File: config.mk
export PLATFORM = sky130hd
export DESIGN_NAME = queued_transceiver
export DESIGN_NICKNAME = d
export VERILOG_FILES = /design/src/rtl/trx_pkg.sv /design/src/rtl/trx_fifo.sv /design/src/rtl/queued_transceiver.sv
export SDC_FILE = /design/constraint.sdc
export NUM_CORES = 1
export LEC_CHECK = 0
export CORE_UTILIZATION = 49
export DETAILED_ROUTE_END_ITERATION = 12
export GPL_TIMING_DRIVEN = 0
export HOLD_SLACK_MARGIN = 0.03
export PLACE_DENSITY = 0.84
export REMOVE_ABC_BUFFERS = 1
export SKIP_LAST_GASP = 1
export SLEW_MARGIN = 15
export SYNTH_ARGS = -nofsm -noshare
export SYNTH_HDL_FRONTEND = slang
export SYNTH_SLANG_ARGS = --single-unit
File: constraint.sdc
create_clock -name clk -period 2.3 [get_ports clk]
set_clock_uncertainty 0.2 [all_clocks]
set_input_delay 0.46 -clock clk [delete_from_list [all_inputs] [get_ports clk]]
set_output_delay 0.46 -clock clk [all_outputs]
set_load 0.02 [all_outputs]
File: src/rtl/trx_pkg.sv
// Shared packet layout helpers for the queued transceiver.
// QUEUED_TRANSCEIVER_BROADCAST_EN turns the all-ones destination id into broadcast.
package trx_pkg;

`ifdef QUEUED_TRANSCEIVER_BROADCAST_EN
  localparam bit BCAST_ALL_ONES = 1'b1;
`else
  localparam bit BCAST_ALL_ONES = 1'b0;
`endif

  // Packet is {dest_id, data, src_id} with src_id in the least significant bits.
  function automatic int pkt_width(input int id_w, input int data_w);
    return 2 * id_w + data_w;
  endfunction

  function automatic int src_lsb();
    return 0;
  endfunction

  function automatic int data_lsb(input int id_w);
    return id_w;
  endfunction

  function automatic int dest_lsb(input int id_w, input int data_w);
    return id_w + data_w;
  endfunction

endpackage

File: src/rtl/trx_fifo.sv
// Circular FIFO with pointer wrap, occupancy count and a zeroed head when empty.
module trx_fifo #(
  parameter int WIDTH = 8,
  parameter int DEPTH = 4
) (
  input  logic             clk,
  input  logic             rst,
  input  logic             push,
  input  logic [WIDTH-1:0] wdata,
  input  logic             pop,
  output logic [WIDTH-1:0] rdata,
  output logic             valid,
  output logic             full
);

  localparam int AW = $clog2(DEPTH);

  logic [WIDTH-1:0] mem [DEPTH];
  logic [AW-1:0]    wptr;
  logic [AW-1:0]    rptr;
  logic [AW:0]      count;
  logic             push_ok;
  logic             pop_ok;

  assign full    = (count == (AW+1)'(DEPTH));
  assign valid   = (count != '0);
  // Full is judged on the current count, so a same-cycle pop does not make room.
  assign push_ok = push && !full;
  assign pop_ok  = pop && valid;
  assign rdata   = valid ? mem[rptr] : '0;

  always_ff @(posedge clk) begin
    if (rst) begin
      wptr  <= '0;
      rptr  <= '0;
      count <= '0;
    end else begin
      if (push_ok) wptr <= wptr + 1'b1;
      if (pop_ok)  rptr <= rptr + 1'b1;
      count <= count + (AW+1)'(push_ok) - (AW+1)'(pop_ok);
    end
  end

  always_ff @(posedge clk) begin
    if (push_ok) mem[wptr] <= wdata;
  end

endmodule

File: src/rtl/queued_transceiver.sv
// Node transceiver: queued TX towards the link, per-source RX mailboxes with overrun flag.
// Broadcast reception is enabled by defining QUEUED_TRANSCEIVER_BROADCAST_EN.
import trx_pkg::*;

module queued_transceiver #(
  parameter int ID_WIDTH   = 2,
  parameter int DATA_WIDTH = 32,
  parameter int WIDTH      = 32,
  parameter int TXQ_DEPTH  = 4
) (
  input  logic                           clk,
  input  logic                           rst,
  input  logic [ID_WIDTH-1:0]            id,
  input  logic [ID_WIDTH-1:0]            tx_dest_id,
  input  logic [DATA_WIDTH-1:0]          tx_data,
  input  logic                           tx_enable,
  output logic                           tx_full,
  output logic [2*ID_WIDTH+DATA_WIDTH-1:0] tx_out,
  output logic                           tx_valid,
  input  logic                           tx_ready,
  input  logic [2*ID_WIDTH+DATA_WIDTH-1:0] rx_in,
  input  logic                           rx_valid,
  input  logic                           rtr_write_enable,
  input  logic [ID_WIDTH-1:0]            rx_addr,
  input  logic                           rx_read,
  output logic [WIDTH-1:0]               flag_res,
  output logic [DATA_WIDTH-1:0]          data_out,
  output logic                           rx_overrun
);

  localparam int NUM_NODES = 2 ** ID_WIDTH;
  localparam int PKT_W     = pkt_width(ID_WIDTH, DATA_WIDTH);
  localparam int SRC_LSB   = src_lsb();
  localparam int DATA_LSB  = data_lsb(ID_WIDTH);
  localparam int DEST_LSB  = dest_lsb(ID_WIDTH, DATA_WIDTH);

  trx_fifo #(
    .WIDTH (PKT_W),
    .DEPTH (TXQ_DEPTH)
  ) u_txq (
    .clk   (clk),
    .rst   (rst),
    .push  (tx_enable),
    .wdata ({tx_dest_id, tx_data, id}),
    .pop   (tx_ready),
    .rdata (tx_out),
    .valid (tx_valid),
    .full  (tx_full)
  );

  logic [ID_WIDTH-1:0]   rx_dest;
  logic [ID_WIDTH-1:0]   rx_src;
  logic [DATA_WIDTH-1:0] rx_data;
  logic                  is_bcast;
  logic                  accept;
  logic                  read_same;
  logic [NUM_NODES-1:0]  flag;
  logic [DATA_WIDTH-1:0] mbox [NUM_NODES];

  assign rx_dest   = rx_in[DEST_LSB +: ID_WIDTH];
  assign rx_data   = rx_in[DATA_LSB +: DATA_WIDTH];
  assign rx_src    = rx_in[SRC_LSB  +: ID_WIDTH];
  // A broadcast is never echoed back into the sender's own mailbox.
  assign is_bcast  = BCAST_ALL_ONES && (rx_dest == '1);
  assign accept    = rx_valid && rtr_write_enable &&
                     (is_bcast ? (rx_src != id) : (rx_dest == id));
  assign read_same = rx_read && (rx_addr == rx_src);

  always_ff @(posedge clk) begin
    if (rst) begin
      flag       <= '0;
      rx_overrun <= 1'b0;
      for (int i = 0; i < NUM_NODES; i++) mbox[i] <= '0;
    end else begin
      if (rx_read) flag[rx_addr] <= 1'b0;
      // Arrival is applied after the read clear so a same-slot write wins.
      if (accept) begin
        mbox[rx_src] <= rx_data;
        flag[rx_src] <= 1'b1;
        if (flag[rx_src] && !read_same) rx_overrun <= 1'b1;
      end
    end
  end

  assign flag_res = WIDTH'(flag[rx_addr]);
  assign data_out = mbox[rx_addr];

endmodule

==> impl_metrics.ini, run 1 <==
[outcome]
outcome = finished with violations
failed_checks = negative setup slack

[place]
place_area_mm2 = 0.01383
place_ws_ps = -1845
portBuffers = 152
dp_hpwl_mm = 15.12
place.gp.congestion = 0.7040

[logic_synthesis]
muxShareOfSynthArea_pct = 13.25
synth_top_flop_cell = edfxtp_1
synthSimpleGateAreaFrac_pct = 9.492
yosysMostFrequentCell = edfxtp_1
synth_common_cells = 272 x edfxtp_1, 134 x nor2_1, 69 x mux4_2, 38 x nor2b_1, 37 x nand2b_1
seq_area_frac_synth_pct = 70.82
synth-async-reset-ratio_pct = 0
synthTopCellsByArea = edfxtp_1 68%, mux4_2 13%, nor2_1 4.2%
synth_area_leader_cell = edfxtp_1
synth_area_mm2 = 0.01193
netlist.area_leader.share_pct = 68.47
syn_avg_cell_area_um2 = 17.11
synth-seq-cells = 286
yosys_warnings = 0
synth-compound-area-share_pct = 0.7971
synth_cells = 697
synth.distinct_cells = 38
synth_xor_area_share_pct = 0.7132
synth_adder_area_share_pct = 0.7971
synth_edf_count = 272
synth_top_family_by_area = multiplexers

[clocking]
htree_levels = 1
cts.sinks = 286
root_buffer = clkbuf_16
cts_tree = yes
cts_buffers = 28
clk_pin_slew_worst_paths_ps = 60
clk_path_buf_depth = 3
clk_latency_ps = 530

[sta]
max-slew-margin-rel_pct = 61.82
fin_crit_ps = 2668
slew_viol_final = 0
rsz0062_at_grt = true
fmax_mhz = 374.7
tightest_slew_ps = 572.7
hold_viol = 0
setup_viol = 36
setup_ws_ps = -368.5
fin_crit_sh_pct = 116.0
hold_ws_ps = 187.4

[setup_path]
arrival_ps = 2010
crit_chain = buf_12, buf_12, buf_6, mux4_2, nor2b_4, buf_6
crit_buf_inv = 4
cp_slowest_stage_delay_ps = 470
crit_path_end_kind = output pin
path_max_fanout = 7
timing.rr.start = u_txq.count[0]
start_kind = register
critical_path_class = register to output pin
slowest_stage = mux4_2
path_delay_family = buffers and inverters
crit_required_ps = 1640

[power_and_ir_drop]
vdd_ir_drop_max_v = 0.0005498
power_density_mw_per_mm2 = 995.3
power_mw = 15.09
leakagePower_nw = 5.253

[layout]
design_area_mm2 = 0.01516
n_antenna_cell = 0
synthToLayoutAreaGrowth_pct = 27.08
drive_gt1_share_pct = 29.91
multi_input_area_mm2 = 0.003321
fin_nets = 974
register_area_mm2 = 0.008467
fill_cells = 1694

[run]
cap_viol_max_count = 0

[detailed_routing]
ant_nets = 0
vias_per_cell = 5.359
via_count = 6565
post_drt_wl_per_cell_um = 22.08
drtPass1Iterations = 4
drcViolationCount = 0
wl_mm = 27.05
drtIter0Drc = 421

[grt]
grt_antenna_before_repair = 0
grt_usage_pct = 20.99
grt_pass1_vias = 6724
grt_overflow = 0
grt_max_degree = 39
grt_pass1_wl_mm = 38.47

[floorplanning]
die_w_um = 158.0
start_util_pct = 50.37
dieArea_mm2 = 0.02497
num_io_pins = 184
num_rows = 56
die_h_um = 158.0
coreArea_mm2 = 0.02368

[hold_path]
worstHoldStart = rst
hold_class = primary input to register
sequential cells by signal, summed over array words and instances (netlist names), named ones only:
name and cells:
u_txq.mem 144, mbox 128, flag 4, u_txq.count 3, u_txq.rptr 2, u_txq.wptr 2
rx_overrun 1
worst paths after layout:
check	to	slack, ps	cells after the start
setup / recovery	tx_out[0]	-370	6
hold / removal	flag[2]	190	2
setup reg to reg	u_txq.count[2]	130	9
hold reg to reg	rx_overrun	270	2
through the flow:
stage | instances | setup TNS [ps] | util (%)
CTS | 1205 | -17820 | 62.66
global route | 1225 | -14190 | 64.01
finish | 1225 | -11810 | 64.01
detailed placement | 1143 | -282690 | 58.39
global placement | 1129 | -693720 | 57.07
floorplan | 658 | -79360 | -
cells in the final DEF (no fill, tap or decap), types with 4 or more instances in the layout:
cell	count
nand4_4	6
nor2b_1	27
nor2b_4	5
bufinv_16	5
buf_2	44
inv_1	10
dfxtp_4	5
a21oi_1	5
mux4_2	70
conb_1	31
and3_2	4
nor2_1	133
xor2_1	4
dfxtp_1	9
clkdlybuf4s50_1	78
buf_6	13
buf_4	29
ha_1	6
clkinv_1	9
edfxtp_1	272
clkinv_2	5
buf_12	20
buf_16	4
nand2b_1	33
nor2b_2	6
clkbuf_16	32
power breakdown:
part	leakage [nW]	internal [mW]	total, mW	switching, mW
combinational	2.13	2.01	4.04	2.03
sequential	2.66	6.15	6.32	0.174
clock	0.464	2.84	4.73	1.89
routing by layer:
metal	routed length, um	part of all wire (%)	track usage [%]	vias up
met1	10100	37	25.70	3318
met5	0	0	0	-
met3	2464	9.1	5.530	35
met2	13990	52	36.71	279
li1	-	-	-	2933
met4	497	1.8	5.861	0
layout make-up:
cell class | instances | share of cell area [%]
flip-flops and latches | 286 | 55.85
well taps | 319 | 2.633
multi-input cells | 364 | 21.90
clock buffers | 30 | 4.812
inverters | 11 | 0.2806
repair buffers | 195 | 13.07
clock inverters | 20 | 1.453
cell families (layout without fill, tap and decap cells):
group | Yosys count | in the layout
multiplexers | 70 | 70
AND/OR/NAND/NOR | 231 | 234
AO/OA/AOI/OAI | 14 | 14
flip-flops | 286 | 286
adder cells (fa/ha/maj) | 7 | 7
buffers and inverters | 80 | 256
XOR/XNOR | 8 | 8
other | 1 | 31
repair_timing:
item / 4_1_cts / 5_1_grt
resized for setup: 210 / 170
cloned: 3 / 4
endpoints found under the setup margin: 267 / 154
pin swaps: 5 / 7
hold buffers: 0 / 0
buffers inserted: 9 / 17
Note: power is estimated with default switching activity, not from simulation.
==> run 2: changes to the inputs <==
--- a/config.mk
+++ b/config.mk
@@ -5,11 +5,11 @@
 export SDC_FILE = /design/constraint.sdc
 export NUM_CORES = 1
 export LEC_CHECK = 0
-export CORE_UTILIZATION = 49
+export CORE_UTILIZATION = 40
 export DETAILED_ROUTE_END_ITERATION = 12
 export GPL_TIMING_DRIVEN = 0
 export HOLD_SLACK_MARGIN = 0.03
-export PLACE_DENSITY = 0.84
+export PLACE_DENSITY = 0.72
 export REMOVE_ABC_BUFFERS = 1
 export SKIP_LAST_GASP = 1
 export SLEW_MARGIN = 15
==> run 2 against run 1 <==
- critical path depth did not move
- cell count rose by 5.3%
- the run still ends with negative setup slack left
- clock power decreased by 3%
- power rose by 0.26%
- highest routed layer is now met5
- largest power group unchanged
==> impl_metrics.ini, run 2 (synthesis gave the netlist of run 1 again) <==
[floorplanning]
num_io_pins = 184
start_util_pct = 41.12
die_h_um = 174.7
dieArea_mm2 = 0.03052
num_rows = 62
die_w_um = 174.7
coreArea_mm2 = 0.02901

[clocking]
postCtsHoldBufs = 0
clk_latency_ps = 540
clk_path_buf_depth = 3
cts.sinks = 286
clk_pin_slew_worst_paths_ps = 60
root_buffer = clkbuf_16
htree_levels = 1
cts_buffers = 30
cts_tree = yes

[sta]
rsz0062_at_grt = true
hold_viol = 0
fmax_mhz = 372.9
fin_crit_ps = 2682
setup_ws_ps = -381.9
fin_crit_sh_pct = 116.6
tightest_slew_ps = 623.0
slew_viol_final = 0
max-slew-margin-rel_pct = 58.47
setup_viol = 37
hold_ws_ps = 122.8

[setup_path]
crit_path_start = u_txq.count[2]
cp_common_cell = buf_12
crit_required_ps = 1640
path_depth = 6
path_max_fanout = 13
crit_buf_inv = 5
crit_path_end_kind = output pin
rr_worst_depth = 9
arrival_ps = 2020
r2r_end = u_txq.count[2]
start_kind = register
cp_slowest_stage_delay_ps = 370
slowest_stage = dfxtp_4
crit_end = tx_valid
critical_path_class = register to output pin
timing.rr.start = u_txq.count[2]
path_delay_family = buffers and inverters
crit_chain = nor3_4, buf_12, buf_12, buf_12, inv_1, dlygate4sd2_1
r2r_slack_ps = 30

[layout]
register_area_mm2 = 0.008462
layout_commonest_cell = edfxtp_1
n_antenna_cell = 0
layout_common_cells = 272 x edfxtp_1, 134 x nor2_1, 78 x clkdlybuf4s50_1
synthToLayoutAreaGrowth_pct = 27.77
fin_nets = 970
multi_input_area_mm2 = 0.003398
largest_register = u_txq.mem
drive_gt1_share_pct = 30.13
largest_reg_flops = 144
design_area_mm2 = 0.01524
reg.largest.list = u_txq.mem x144, mbox x128, flag x4
fill_cells = 2335

[detailed_routing]
drtIter0Drc = 514
highest_layer = met5
drcViolationCount = 0
drtPass1Iterations = 4
wl_mm = 26.67
met1_length_mm = 10.51
via_count = 6552
met2_length_mm = 13.40
ant_nets = 0
post_drt_wl_per_cell_um = 20.68
wl_met3_mm = 2.259
vias_per_cell = 5.079

[grt]
grt_max_degree = 39
grt_usage_pct = 17.44
grt_pass1_wl_mm = 40.19
grt_overflow = 0
grt_pass1_vias = 6802
grt_antenna_before_repair = 1

[outcome]
outcome = finished with violations
failed_checks = negative setup slack

[place]
portBuffers = 152
place_area_mm2 = 0.01396
dp_hpwl_mm = 15.69
place.gp.congestion = 0.6918

[power_and_ir_drop]
vdd_ir_drop_max_v = 0.0005009
leakagePower_nw = 5.273
power_density_mw_per_mm2 = 992.5
power_mw = 15.13

[run]
cap_viol_max_count = 0

[hold_path]
worstHoldStart = rst
hold_class = primary input to register
==> run 2: metal layers <==
metal  GRT usage [%]  vias to the layer above
met5               0                        -
met4           4.203                        2
met3           4.700                       39
met2           29.48                      268
met1           22.33                     3309
li1                -                     2934
==> run 2: what timing repair did <==
item,4_1_cts,5_1_grt
setup buffers,6,14
gates cloned,6,0
endpoints found under the setup margin,267,128
gates resized for setup,342,61
pin swaps,5,3
endpoints found under the hold margin,0,0
==> run 2: where the power goes <==
group	leakage, nW	internal [mW]	switching, mW
combinational	2.16	2.12	2.10
sequential	2.66	6.15	0.160
clock	0.458	2.68	1.93
total	5.27	10.9	4.19
==> run 2: final cells by class <==
cell class | count | share of cell area, %
clock buffer | 37 | 5.237
clock inverter | 19 | 0.9522
inverter | 11 | 0.2791
multi-input combinational | 364 | 22.30
sequential | 286 | 55.52
tap | 384 | 3.152
timing repair buffer | 189 | 12.57
==> run 2: how the worst min path moves through the flow <==
stage                       to  slack [ps]  cells past startpoint
global route           flag[0]         160                      2
floorplan              flag[3]         240                      2
detailed placement  rx_overrun         260                      2
CTS                    flag[0]         100                      2
finish                 flag[0]         120                      2
global placement    rx_overrun         250                      2
==> run 2: per-stage QoR <==
stage | instances | setup WS, ps | util [%] | TNS (ps)
2_1_floorplan | 658 | -834.3 | - | -79360
3_3_place_gp | 1194 | -2580 | 46.86 | -729230
3_5_place_dp | 1210 | -1842 | 48.10 | -297080
4_1_cts | 1278 | -451.5 | 51.52 | -21770
5_1_grt | 1290 | -446.1 | 52.54 | -15000
6_report | 1290 | -381.9 | 52.54 | -12040
